`config.mk`:
```
export PLATFORM = sky130hd
export DESIGN_NAME = piso_bit_serializer
export DESIGN_NICKNAME = d
export VERILOG_FILES = /design/src/rtl/piso_bit_serializer.sv
export SDC_FILE = /design/constraint.sdc
export NUM_CORES = 1
export LEC_CHECK = 0
export CORE_MARGIN = 2
export CORE_UTILIZATION = 25
export DETAILED_ROUTE_END_ITERATION = 8
export HOLD_SLACK_MARGIN = 0.05
export PLACE_DENSITY = 0.45
export SYNTH_ARGS = -nofsm -noshare
export SYNTH_HDL_FRONTEND = slang
export SYNTH_SLANG_ARGS = --single-unit
```
`constraint.sdc`:
```
create_clock -name clk -period 1.5 [get_ports clk]
set_input_delay 0.225 -clock clk [delete_from_list [all_inputs] [get_ports clk]]
set_output_delay 0.225 -clock clk [all_outputs]
set_load 0.02 [all_outputs]
```
`src/rtl/piso_bit_serializer.sv`:
```
// Parallel-in/serial-out stage: takes a WIDTH-bit word on a valid/ready handshake
// and emits it one bit per clock, streaming back-to-back words with no idle gap.
module piso_bit_serializer #(
    parameter int WIDTH     = 8,
    parameter bit MSB_FIRST = 1'b1,
    parameter bit IDLE_BIT  = 1'b0
) (
    input  logic                     clk,
    input  logic                     reset,
    input  logic [WIDTH-1:0]         load_data,
    input  logic                     load_valid,
    output logic                     load_ready,
    output logic                     out,
    output logic                     out_valid,
    output logic                     frame_done,
    output logic [$clog2(WIDTH)-1:0] bit_idx
);

    localparam int                IDX_W    = $clog2(WIDTH);
    localparam logic [IDX_W-1:0] LAST_IDX = IDX_W'(WIDTH - 1);

    typedef enum logic {
        IDLE,
        SHIFT
    } state_t;

    state_t           state, state_next;
    logic [WIDTH-1:0] shreg, shreg_next;
    logic             out_next;
    logic             out_valid_next;
    logic             frame_done_next;
    logic [IDX_W-1:0] bit_idx_next;
    logic             at_last;
    logic             accept;

    // The last-bit cycle doubles as the accept window for the next word.
    assign at_last    = (state == SHIFT) && (bit_idx == LAST_IDX);
    assign load_ready = !reset && ((state == IDLE) || at_last);
    assign accept     = load_valid && load_ready;

    function automatic logic head(input logic [WIDTH-1:0] w);
        return MSB_FIRST ? w[WIDTH-1] : w[0];
    endfunction

    function automatic logic [WIDTH-1:0] advance(input logic [WIDTH-1:0] w);
        return MSB_FIRST ? {w[WIDTH-2:0], 1'b0} : {1'b0, w[WIDTH-1:1]};
    endfunction

    // NOTE: every signal gets a default before any branch, so no path can infer a latch.
    always_comb begin
        state_next      = state;
        shreg_next      = shreg;
        out_next        = IDLE_BIT;
        out_valid_next  = 1'b0;
        frame_done_next = 1'b0;
        bit_idx_next    = '0;

        if (accept) begin
            // First bit goes straight to out; the register keeps the remaining bits.
            state_next     = SHIFT;
            shreg_next     = advance(load_data);
            out_next       = head(load_data);
            out_valid_next = 1'b1;
        end else begin
            case (state)
                SHIFT: begin
                    if (at_last) begin
                        state_next = IDLE;
                        shreg_next = '0;
                    end else begin
                        shreg_next      = advance(shreg);
                        out_next        = head(shreg);
                        out_valid_next  = 1'b1;
                        bit_idx_next    = bit_idx + 1'b1;
                        frame_done_next = ((bit_idx + 1'b1) == LAST_IDX);
                    end
                end
                default: state_next = IDLE;
            endcase
        end
    end

    // NOTE: non-blocking assignments here so every register samples pre-edge values.
    always_ff @(posedge clk) begin
        if (reset) begin
            state      <= IDLE;
            shreg      <= '0;
            out        <= IDLE_BIT;
            out_valid  <= 1'b0;
            frame_done <= 1'b0;
            bit_idx    <= '0;
        end else begin
            state      <= state_next;
            shreg      <= shreg_next;
            out        <= out_next;
            out_valid  <= out_valid_next;
            frame_done <= frame_done_next;
            bit_idx    <= bit_idx_next;
        end
    end

endmodule

```
==> results.md <==
* Fin nets at 96
* Outcome: completed
* M3 GR Usage at 0.0537
* Tcrit/Tclk final at 0.959
* Critical path's largest stage delay at 0.34 ns
* Post-synthesis sequential area ratio at 0.435
* Antenna diode count at 0
* WL final at 1.37 mm
* Setup TNS at 0 ns
* I/O Buffers at 17
* Placement Cell Area at 831 µm²
* FF+latch count, synth at 13
* Largest net degree at the start of global routing at 17
* Worst min path class: reg2reg
* F_max at 696 MHz
* WHS Path Cells at 2
* Synth cell types at 22
* TritonCTS clock tree: built
* Hold Violations, Final at 0
* Root Buffer: clkbuf_4
* Die area at 0.00280 mm²
* P&R area growth vs syn at 51.3%
* Cell area after synthesis at 598 µm²
* Setup Skew at 0.00384 ns
* Drt wl/cell at 12.6 µm
* Post-route DRC violation count at 0
* Crit path top cell by count: ha_4
* Worst reg-to-reg path cell count at 8
* GR Util met1 at 0.126
* Die H at 52.9 µm
* Slew Viols, Final at 0
* Register Area at 263 µm²
* Leak at 0.375 nW
* Final min period at 1.44 ns
* DRT iter0 DRCs at 10
* Sink Count at 13
* Number of global-route vias before repair at 500
* Fillcell total at 241
* Final Cell Area at 905 µm²
* GPL Wtd Cong at 0.695
* Clock power frac at 0.301
* Cts hold-fix bufs at 0
* Worst-path fanout max at 2
* Rows at 17
* Mean post-synth cell area at 10.5 µm²
* RSZ-0062 raised after global routing: yes
* Worst path slowest cell: dfxtp_2
* Routed vias/inst at 4.77
* Initial antenna violation count at 0
* Slew @ Worst Pin at 0.221 ns
* Endpoints failing setup at 0
* HPWL after DPL at 977 µm
* Initial core utilization at 0.268
* Mapped Cells at 57
* Comb power frac at 0.188
* Cell area power density at 803 mW/mm²
* Max_cap viols at 0
* DRT Pass-1 Iters at 2
* Core Box Area at 0.00223 mm²
* # IOs at 18
* Synthesized net count at 71
* Global-route wire length before repair at 2.25 mm
* Clk slew on worst S/H paths at 0.08 ns
* CP delay by family, top: flip-flops
* VDD IR-drop max at 0.000464 V
* Crit path depth at 5
* CP bufs+invs at 1
* CP arrival at 1.21 ns
* CTS H-tree depth at 1
* DR vias at 520
* Area of the multi-input gates at 327 µm²
* CTS Buffer Depth at 2
* Critical Path RT at 1.27 ns
* Top Usage Layer GRT: met2
* Share of cells above drive strength 1 at 0.272
* Sw Pwr at 0.000185 W
* Most common cell after layout, fill and taps aside: clkdlybuf4s50_1
* Clock Latency Late Sink at 0.27 ns
* Startpoint types: flop
* Internal at 0.000542 W
* Total grt overflow at 0
* GRT met2 Usage at 0.200
* Worst setup EP type: output port
* Seq pwr share at 0.512
* Cells after DPL at 103
* Slew margin rel. at 0.852
* Fin cells at 109
* Critical path type: reg2out
* Syn. warnings at 0
* Hold Slack at 0.476 ns
* Total CTS buffers at 3
* Total Routing Usage GR at 0.117
* Switch share at 0.254
* Most frequent cells in the layout: 12 x clkdlybuf4s50_1, 11 x dfxtp_1, 8 x buf_4, 7 x mux2i_1
* Die Width at 52.9 µm
* Post-route ant nets at 0
* Crit-path cells: ha_4 -> ha_4 -> nor2b_4 -> nor2_2 -> buf_6
-- state kept, by name, summed over array words and instances (netlist names) --
register,cells
state,1
out,1
frame_done,1
bit_idx,3
shreg,7
-- cell families after synthesis --
kind of cell / synth area share
compound gates: 0.167
simple gates: 0.140
flops: 0.435
buf+inv: 0.0774
mux: 0.117
fa+ha+maj: 0.0628
-- path summary, 6_finish.rpt --
| kind | start | to | slack [ns] |
|---|---|---|---|
| max | bit_idx[0]$_SDFF_PP0_ | load_ready | 0.06 |
| min | shreg[7]$_SDFFE_PP0P_ | out$_SDFF_PP0_ | 0.48 |
| max reg2reg | bit_idx[1]$_SDFF_PP0_ | shreg[5]$_SDFFE_PP0P_ | 0.09 |
| min reg2reg | shreg[7]$_SDFFE_PP0P_ | out$_SDFF_PP0_ | 0.48 |
-- stage by stage --
stage | total power (W) | util | setup slack [ns]
2_1_floorplan | 0.000445 | - | 0.0815
3_3_place_gp | 0.000510 | 0.372 | -0.156
3_5_place_dp | 0.000511 | 0.372 | -0.171
4_1_cts | 0.000738 | 0.385 | -0.0542
5_1_grt | 0.000771 | 0.405 | -0.00762
6_report | 0.000726 | 0.405 | 0.0622
-- area by class of cell --
cell class,count,share of cell area
clock buffers,4,0.0290
inverters,1,0.00415
multi-input cells,37,0.361
flip-flops and latches,13,0.290
well taps,28,0.0387
repair buffers,26,0.277
-- Yosys cell counts --
master,count,area share
dfxtp_1,13,0.44
mux2i_1,7,0.12
a32oi_1,6,0.088
o22ai_1,6,0.063
buf_4,3,0.038
ha_1,3,0.063
nor2_1,3,0.019
nor3_1,2,0.017
a21oi_1,1,0.0084
and2_1,1,0.010
buf_2,1,0.0084
buf_6,1,0.019
clkbuf_1,1,0.0063
inv_1,1,0.0063
nand2_1,1,0.0063
nand2b_4,1,0.023
nand3_1,1,0.0084
nand4b_1,1,0.015
nor2b_1,1,0.010
nor3b_2,1,0.021
o21ai_1,1,0.0084
or2_2,1,0.010
-- repair_timing --
action,CTS,global route
pin swaps,0,1
setup endpoints to repair,4,2
resized for setup,9,7
setup buffers,1,1
-- worst register-to-register path, delay by kind of cell, from the launching register on --
family,cells,cell delay [ns]
fa+ha+maj,2,0.28
flops,1,0.36
compound gates,2,0.24
simple gates,1,0.04
buf+inv,3,0.39
-- routing by layer --
metal  routed length [µm]  share of wire
met2                  665           0.49
met1                  626           0.46
met3                   78          0.057
met4                    0              0
met5                    0              0
-- power groups by stage --
stage	combinational [W]	clock, W	sequential (W)
floorplan	0.0000597	0	0.000386
finish	0.000136	0.000218	0.000372
detailed placement	0.000133	0	0.000379
CTS	0.000132	0.000236	0.000370
global route	0.000148	0.000249	0.000374
global placement	0.000132	0	0.000379
No activity file was read; power rests on OpenSTA's default activity.
